### src/rtl/egress_cpl_gen_if.sv
// Bundle of request-side and TX-stream signals for the completion generator.
// The DUT connects through the slave modport; the upstream requester / TX core
// side uses the master modport.
interface egress_cpl_gen_if #(
  parameter int CPL_CNT_W = 16
);
  logic [15:0]          cpl_id;
  logic                 req_valid;
  logic                 req_ready;
  logic                 req_ur;
  logic [15:0]          req_rid;
  logic [7:0]           req_tag;
  logic [2:0]           req_tc;
  logic [1:0]           req_attr;
  logic [6:0]           req_laddr;
  logic [31:0]          req_data;
  logic                 m_axis_tx_tready;
  logic [63:0]          m_axis_tx_tdata;
  logic [7:0]           m_axis_tx_tkeep;
  logic                 m_axis_tx_sop;
  logic                 m_axis_tx_eop;
  logic                 m_axis_tx_tvalid;
  logic [3:0]           m_axis_tx_tuser;
  logic [CPL_CNT_W-1:0] cpl_cnt;

  modport slave (
    input  cpl_id, req_valid, req_ur, req_rid, req_tag, req_tc, req_attr,
           req_laddr, req_data, m_axis_tx_tready,
    output req_ready, m_axis_tx_tdata, m_axis_tx_tkeep, m_axis_tx_sop,
           m_axis_tx_eop, m_axis_tx_tvalid, m_axis_tx_tuser, cpl_cnt
  );

  modport master (
    output cpl_id, req_valid, req_ur, req_rid, req_tag, req_tc, req_attr,
           req_laddr, req_data, m_axis_tx_tready,
    input  req_ready, m_axis_tx_tdata, m_axis_tx_tkeep, m_axis_tx_sop,
           m_axis_tx_eop, m_axis_tx_tvalid, m_axis_tx_tuser, cpl_cnt
  );
endinterface

### src/rtl/egress_cpl_gen.sv
// Single-DW read completion generator: turns an accepted register-read
// request into a two-beat 64-bit TLP (3DW header + optional data DW).
//
// state | meaning
// IDLE  | no packet in flight, request port open, tvalid low
// HDR   | header beat {DW1,DW0} presented with sop
// TAIL  | final beat {data|0,DW2} presented with eop; a new request may be
//       | accepted on the same cycle the tail is taken
module egress_cpl_gen #(
  parameter int CPL_CNT_W = 16
) (
  input  logic             clk,
  input  logic             rst,
  egress_cpl_gen_if.slave  bus
);

  typedef enum logic [1:0] {S_IDLE, S_HDR, S_TAIL} state_t;

  state_t               state_q;
  logic                 tvalid_q;
  logic                 sop_q;
  logic                 eop_q;
  logic [63:0]          tdata_q;
  logic [7:0]           tkeep_q;
  logic [CPL_CNT_W-1:0] cnt_q;
  logic [CPL_CNT_W-1:0] cnt_d;

  // Holding register: only the fields still needed once the header beat
  // has been built at acceptance time.
  logic                 hold_ur_q;
  logic [15:0]          hold_rid_q;
  logic [7:0]           hold_tag_q;
  logic [6:0]           hold_laddr_q;
  logic [31:0]          hold_data_q;

  logic [63:0]          hdr_beat;
  logic [63:0]          tail_beat;
  logic [7:0]           tail_keep;
  logic [31:0]          dw2;

  function automatic logic [31:0] make_dw0(input logic ur, input logic [2:0] tc,
                                           input logic [1:0] attr);
    logic [31:0] dw;
    dw        = '0;
    dw[30:29] = ur ? 2'b00 : 2'b10;
    dw[28:24] = 5'b01010;
    dw[22:20] = tc;
    dw[13:12] = attr;
    dw[9:0]   = ur ? 10'd0 : 10'd1;
    return dw;
  endfunction

  function automatic logic [31:0] make_dw1(input logic [15:0] cid, input logic ur);
    return {cid, (ur ? 3'b001 : 3'b000), 1'b0, 12'd4};
  endfunction

  // Lower address is DW aligned for a single-DW completion.
  function automatic logic [31:0] make_dw2(input logic [15:0] rid, input logic [7:0] tag,
                                           input logic [6:0] laddr);
    return {rid, tag, 1'b0, laddr & 7'h7C};
  endfunction

  assign hdr_beat  = {make_dw1(bus.cpl_id, bus.req_ur),
                      make_dw0(bus.req_ur, bus.req_tc, bus.req_attr)};
  assign dw2       = make_dw2(hold_rid_q, hold_tag_q, hold_laddr_q);
  assign tail_beat = hold_ur_q ? {32'h0, dw2} : {hold_data_q, dw2};
  assign tail_keep = hold_ur_q ? 8'h0F : 8'hFF;
  assign cnt_d     = cnt_q + 1'b1;

  // Request port is open when idle, or when the tail is leaving this cycle.
  assign bus.req_ready = (state_q == S_IDLE) ||
                         ((state_q == S_TAIL) && bus.m_axis_tx_tready);

  assign bus.m_axis_tx_tdata  = tdata_q;
  assign bus.m_axis_tx_tkeep  = tkeep_q;
  assign bus.m_axis_tx_sop    = sop_q;
  assign bus.m_axis_tx_eop    = eop_q;
  assign bus.m_axis_tx_tvalid = tvalid_q;
  assign bus.m_axis_tx_tuser  = 4'b0000;
  assign bus.cpl_cnt          = cnt_q;

  // Packet sequencer with registered stream outputs and completion counter.
  always_ff @(posedge clk or posedge rst) begin
    if (rst) begin
      state_q      <= S_IDLE;
      tvalid_q     <= 1'b0;
      sop_q        <= 1'b0;
      eop_q        <= 1'b0;
      tdata_q      <= '0;
      tkeep_q      <= '0;
      cnt_q        <= '0;
      hold_ur_q    <= 1'b0;
      hold_rid_q   <= '0;
      hold_tag_q   <= '0;
      hold_laddr_q <= '0;
      hold_data_q  <= '0;
    end else begin
      case (state_q)
        S_IDLE: begin
          if (bus.req_valid) begin
            hold_ur_q    <= bus.req_ur;
            hold_rid_q   <= bus.req_rid;
            hold_tag_q   <= bus.req_tag;
            hold_laddr_q <= bus.req_laddr;
            hold_data_q  <= bus.req_data;
            tdata_q      <= hdr_beat;
            tkeep_q      <= 8'hFF;
            sop_q        <= 1'b1;
            eop_q        <= 1'b0;
            tvalid_q     <= 1'b1;
            state_q      <= S_HDR;
          end
        end
        S_HDR: begin
          if (bus.m_axis_tx_tready) begin
            tdata_q <= tail_beat;
            tkeep_q <= tail_keep;
            sop_q   <= 1'b0;
            eop_q   <= 1'b1;
            state_q <= S_TAIL;
          end
        end
        S_TAIL: begin
          if (bus.m_axis_tx_tready) begin
            cnt_q <= cnt_d;
            if (bus.req_valid) begin
              hold_ur_q    <= bus.req_ur;
              hold_rid_q   <= bus.req_rid;
              hold_tag_q   <= bus.req_tag;
              hold_laddr_q <= bus.req_laddr;
              hold_data_q  <= bus.req_data;
              tdata_q      <= hdr_beat;
              tkeep_q      <= 8'hFF;
              sop_q        <= 1'b1;
              eop_q        <= 1'b0;
              state_q      <= S_HDR;
            end else begin
              tdata_q  <= '0;
              tkeep_q  <= '0;
              sop_q    <= 1'b0;
              eop_q    <= 1'b0;
              tvalid_q <= 1'b0;
              state_q  <= S_IDLE;
            end
          end
        end
        default: begin
          state_q  <= S_IDLE;
          tvalid_q <= 1'b0;
        end
      endcase
    end
  end

endmodule

### src/flat_wrapper.sv
// flat-port wrapper written by rule: the top's interface ports become plain ports
module egress_cpl_gen_flat 
#(
  parameter int CPL_CNT_W = 16
)
  (clk, rst, bus_cpl_id, bus_req_valid, bus_req_ur, bus_req_rid, bus_req_tag, bus_req_tc, bus_req_attr, bus_req_laddr, bus_req_data, bus_m_axis_tx_tready, bus_req_ready, bus_m_axis_tx_tdata, bus_m_axis_tx_tkeep, bus_m_axis_tx_sop, bus_m_axis_tx_eop, bus_m_axis_tx_tvalid, bus_m_axis_tx_tuser, bus_cpl_cnt);
  egress_cpl_gen_if #(.CPL_CNT_W(CPL_CNT_W)) bus_i ();
  input  logic clk;
  input  logic rst;
  input wire logic [$bits(bus_i.cpl_id)-1:0] bus_cpl_id;
  input wire logic [$bits(bus_i.req_valid)-1:0] bus_req_valid;
  input wire logic [$bits(bus_i.req_ur)-1:0] bus_req_ur;
  input wire logic [$bits(bus_i.req_rid)-1:0] bus_req_rid;
  input wire logic [$bits(bus_i.req_tag)-1:0] bus_req_tag;
  input wire logic [$bits(bus_i.req_tc)-1:0] bus_req_tc;
  input wire logic [$bits(bus_i.req_attr)-1:0] bus_req_attr;
  input wire logic [$bits(bus_i.req_laddr)-1:0] bus_req_laddr;
  input wire logic [$bits(bus_i.req_data)-1:0] bus_req_data;
  input wire logic [$bits(bus_i.m_axis_tx_tready)-1:0] bus_m_axis_tx_tready;
  output wire logic [$bits(bus_i.req_ready)-1:0] bus_req_ready;
  output wire logic [$bits(bus_i.m_axis_tx_tdata)-1:0] bus_m_axis_tx_tdata;
  output wire logic [$bits(bus_i.m_axis_tx_tkeep)-1:0] bus_m_axis_tx_tkeep;
  output wire logic [$bits(bus_i.m_axis_tx_sop)-1:0] bus_m_axis_tx_sop;
  output wire logic [$bits(bus_i.m_axis_tx_eop)-1:0] bus_m_axis_tx_eop;
  output wire logic [$bits(bus_i.m_axis_tx_tvalid)-1:0] bus_m_axis_tx_tvalid;
  output wire logic [$bits(bus_i.m_axis_tx_tuser)-1:0] bus_m_axis_tx_tuser;
  output wire logic [$bits(bus_i.cpl_cnt)-1:0] bus_cpl_cnt;
  assign bus_i.cpl_id = bus_cpl_id;
  assign bus_i.req_valid = bus_req_valid;
  assign bus_i.req_ur = bus_req_ur;
  assign bus_i.req_rid = bus_req_rid;
  assign bus_i.req_tag = bus_req_tag;
  assign bus_i.req_tc = bus_req_tc;
  assign bus_i.req_attr = bus_req_attr;
  assign bus_i.req_laddr = bus_req_laddr;
  assign bus_i.req_data = bus_req_data;
  assign bus_i.m_axis_tx_tready = bus_m_axis_tx_tready;
  assign bus_req_ready = bus_i.req_ready;
  assign bus_m_axis_tx_tdata = bus_i.m_axis_tx_tdata;
  assign bus_m_axis_tx_tkeep = bus_i.m_axis_tx_tkeep;
  assign bus_m_axis_tx_sop = bus_i.m_axis_tx_sop;
  assign bus_m_axis_tx_eop = bus_i.m_axis_tx_eop;
  assign bus_m_axis_tx_tvalid = bus_i.m_axis_tx_tvalid;
  assign bus_m_axis_tx_tuser = bus_i.m_axis_tx_tuser;
  assign bus_cpl_cnt = bus_i.cpl_cnt;
  egress_cpl_gen #(.CPL_CNT_W(CPL_CNT_W)) u_core (.clk(clk), .rst(rst), .bus(bus_i));
endmodule
### config.mk
export PLATFORM = sky130hd
export DESIGN_NAME = egress_cpl_gen_flat
export DESIGN_NICKNAME = d
export VERILOG_FILES = /design/src/rtl/egress_cpl_gen_if.sv /design/src/rtl/egress_cpl_gen.sv /design/src/flat_wrapper.sv
export SDC_FILE = /design/constraint.sdc
export NUM_CORES = 1
export LEC_CHECK = 0
export BUFFER_PORTS_ARGS = -buffer_cell sky130_fd_sc_hd__buf_4
export CELL_PAD_IN_SITES_DETAIL_PLACEMENT = 0
export CELL_PAD_IN_SITES_GLOBAL_PLACEMENT = 1
export CORE_MARGIN = 5
export CORE_UTILIZATION = 43
export DETAILED_ROUTE_END_ITERATION = 12
export GPL_ROUTABILITY_DRIVEN = 1
export PLACE_DENSITY = 0.87
export SLEW_MARGIN = 15
export SYNTH_ARGS = -nofsm -noshare
export SYNTH_HDL_FRONTEND = slang
export SYNTH_SLANG_ARGS = --single-unit
### constraint.sdc
create_clock -name clk -period 7.3 [get_ports clk]
set_clock_uncertainty 0.1 [all_clocks]
set_input_delay 1.095 -clock clk [delete_from_list [all_inputs] [get_ports clk]]
set_output_delay 1.095 -clock clk [all_outputs]
set_load 0.03 [all_outputs]
==> results.cfg <==
[clock_network]
cts.reportedPaths.clkPinSlew_ns = 0.06
cts.hold.buffers_added = 0
cts_root_buffer = clkbuf_16
clk_latency_ns = 0.42
tritoncts = yes
cts_buffers = 17
cts_resized = 0
postCtsSetupBuffers = 0
cts.sinks = 147
htree_num_levels = 4
cts_buffer_depth = 2

[logic_synthesis]
synth_mux_area_share_pct = 12.4
synth-compound-area-share_pct = 9.51
synth_xor_area_share_pct = 2.16
synth_area_leaders = dfrtp_1 60%, mux2_2 11%, nand2_1 6.7%, o21ai_0 5.3%, a22oi_1 2.7%
synth_top_family_by_area = multiplexers
yosysWarnings = 0
synth_area_um2 = 6090
synth_fa_ha_area_share_pct = 1.23
synth-simple-area-share_pct = 9.30
synthCells = 521
synth-edff-count = 0
synth_top_area_share_pct = 60.4
ys_seq_elements = 147
synth_top_cell_by_area = dfrtp_1
async_flop_share_pct = 100
yosysSeqAreaShare_pct = 60.4
synth.distinct_cells = 33
synthFlopType = dfrtp_1
syn_area_per_cell_um2 = 11.7

[timing]
finalMaxSlewViolations = 0
hold_viol_final = 0
post-route-period-util_pct = 43.4
tns_ns = 0
worstMarginPinSlew_ns = 1.13
hold_ws_ns = 0.380
setup_viol_count_final = 0
grt_setup_unrepaired = no
slew_headroom_pct = 24.4
fmaxAchievable_mhz = 315
period_needed_ns = 3.17

[floorplan]
start_util_pct = 43.9
die_w_um = 129
core_um2 = 13900
die_h_um = 129
dieArea_um2 = 16600
pin_count = 185
rows = 43

[cells_and_area]
multiInputGateArea_um2 = 2140
fin_nets = 778
fill_cells = 1203
ff_latch_area_um2 = 3680
drive_above_1_share_pct = 40.4
areaGrowthSynthToFinish_pct = 32.2
final_util_pct = 58.0
num_antenna_cells = 0

[setup_path]
worst_ep_arrival_time_ns = 3.37
path_max_fanout = 86
worstPathRequired_ns = 7.49
start_kind = flop
end_kind = flop
r2r_end = u_core.bus.m_axis_tx_eop
r2r-start = u_core.state_q[0]
rr_worst_depth = 6
worstSetupPathType = flop to flop
r2r_setup_slack_ns = 4.13

[min_path]
holdPathEnd = u_core.bus.m_axis_tx_tdata[51]
hold_depth = 2
min_from = u_core.bus.m_axis_tx_tdata[51]
hold_class = flop to flop

[global_route]
antenna_found_initial = 0
grt_pass1_wl_mm = 22.6
grt_usage_pct = 17.3
grt_pass1_vias = 4482
grt_max_degree = 87
overflow = 0

[drt]
drtAntennaViolNets = 0
vias = 4357
routed_wl_mm = 14.0
vias_per_cell = 4.97
drt_iter0_drc = 178
wl_per_cell_um = 16.0
dr.pass1.iters = 4
drc_errors = 0

[job]
max_cap_violations = 0

[placed_design]
dpl.hpwl_mm = 9.70
place_congestion = 0.763
io_buffers = 176

[power]
peakVddDrop_mv = 0.213
p_leak_nw = 3.83
p_per_area_nw_per_um2 = 486

[status]
outcome = finished clean
[metrics by stage]
stage,setup WS [ns],cell area (um2),std cells,total power (W)
detailed placement,3.78,7440,844,0.00306
floorplan,2.15,6110,526,0.00254
finish,4.13,8050,876,0.00392
CTS,4.08,8050,876,0.00396
global placement,3.83,7440,844,0.00299
global route,3.85,8050,876,0.00416
[worst max-delay path: stages (launching register included)]
cell and delay [ns]:
dfrtp_1 0.42, inv_1 0.10, ha_1 0.36, nor2_4 0.08, o221ai_4 0.80, buf_4 0.74
mux2_2 0.41
[where the power goes]
group          switching (W)  internal [W]
logic                0.00100      0.000641
registers           0.000204       0.00117
clock network       0.000321      0.000572
total                0.00153       0.00239
[metal layers]
layer | vias to the layer above | routed length [um] | share of wire, % | track usage (%)
met2 | 127 | 6630 | 47 | 27.3
met5 | - | 0 | 0 | 0
met4 | 0 | 332 | 2.4 | 7.10
met3 | 23 | 1090 | 7.8 | 5.73
li1 | 2073 | - | - | -
met1 | 2134 | 5970 | 43 | 22.2
[Yosys cell counts (all sizes together) (2+ instances only)]
cell type,count
nor3,3
nand2,109
mux2,67
clkbuf,11
dfrtp,147
and2,5
a21oi,9
nand3,7
nand4,2
ha,6
nor2,6
o21ai,66
buf,32
xor2,3
a22oi,22
xnor2,12
inv,8
[area by class of cell]
class	instances	share of cell area (%)
Clock buffer	23	6.06
Sequential cell	147	45.7
Clock inverter	9	1.57
Tap cell	180	2.80
Timing Repair Buffer	181	16.9
Multi-Input combinational cell	328	26.6
Inverter	8	0.435
[flip-flops by register name (all words and copies together), names as in the netlist]
signal	cells
u_core.hold_tag_q	8
u_core.bus.m_axis_tx_sop	1
u_core.bus.m_axis_tx_eop	1
u_core.bus.m_axis_tx_tkeep	2
u_core.hold_laddr_q	5
u_core.hold_rid_q	16
u_core.state_q	2
u_core.bus.m_axis_tx_tdata	62
u_core.hold_ur_q	1
u_core.bus.cpl_cnt	16
u_core.bus.m_axis_tx_tvalid	1
u_core.hold_data_q	32
[placed cells by master, fill, tap and decap left out, types with 2 or more instances in the layout]
cell type and n:
buf_4 181, dfrtp_1 147, nand2_1 109, o21ai_0 65, mux2_2 62, a22oi_1 22
clkbuf_16 17, xnor2_1 12, a21oi_1 9, inv_1 7, nand3_1 7, ha_1 6
conb_1 6, nor2_1 5, mux2_1 5, and2_1 4, clkinv_2 4, clkbuf_8 4
xor2_1 3, bufinv_16 3, nand4_1 2, clkbuf_1 2
[how the worst max path moves through the flow]
stage / from / to / slack, ns / cells past startpoint
detailed placement: bus_req_valid / u_core.bus.m_axis_tx_eop / 3.78 / 4
finish: u_core.state_q[0] / u_core.bus.m_axis_tx_eop / 4.13 / 6
global placement: bus_req_valid / u_core.bus.m_axis_tx_eop / 3.83 / 4
global route: u_core.state_q[0] / u_core.bus.m_axis_tx_eop / 3.85 / 6
floorplan: rst / u_core.bus.cpl_cnt[0] / 2.15 / 1
CTS: u_core.state_q[0] / u_core.bus.m_axis_tx_eop / 4.08 / 6
[cell families (layout without fill, tap and decap cells)]
group / Yosys count / count (layout)
mux: 67 / 67
xor+xnor: 15 / 15
buf+inv: 51 / 221
fa+ha+maj: 6 / 6
compound gates: 100 / 100
simple gates: 134 / 134
other cells: 1 / 6
flops: 147 / 147
(Power assumes the default switching activity.)
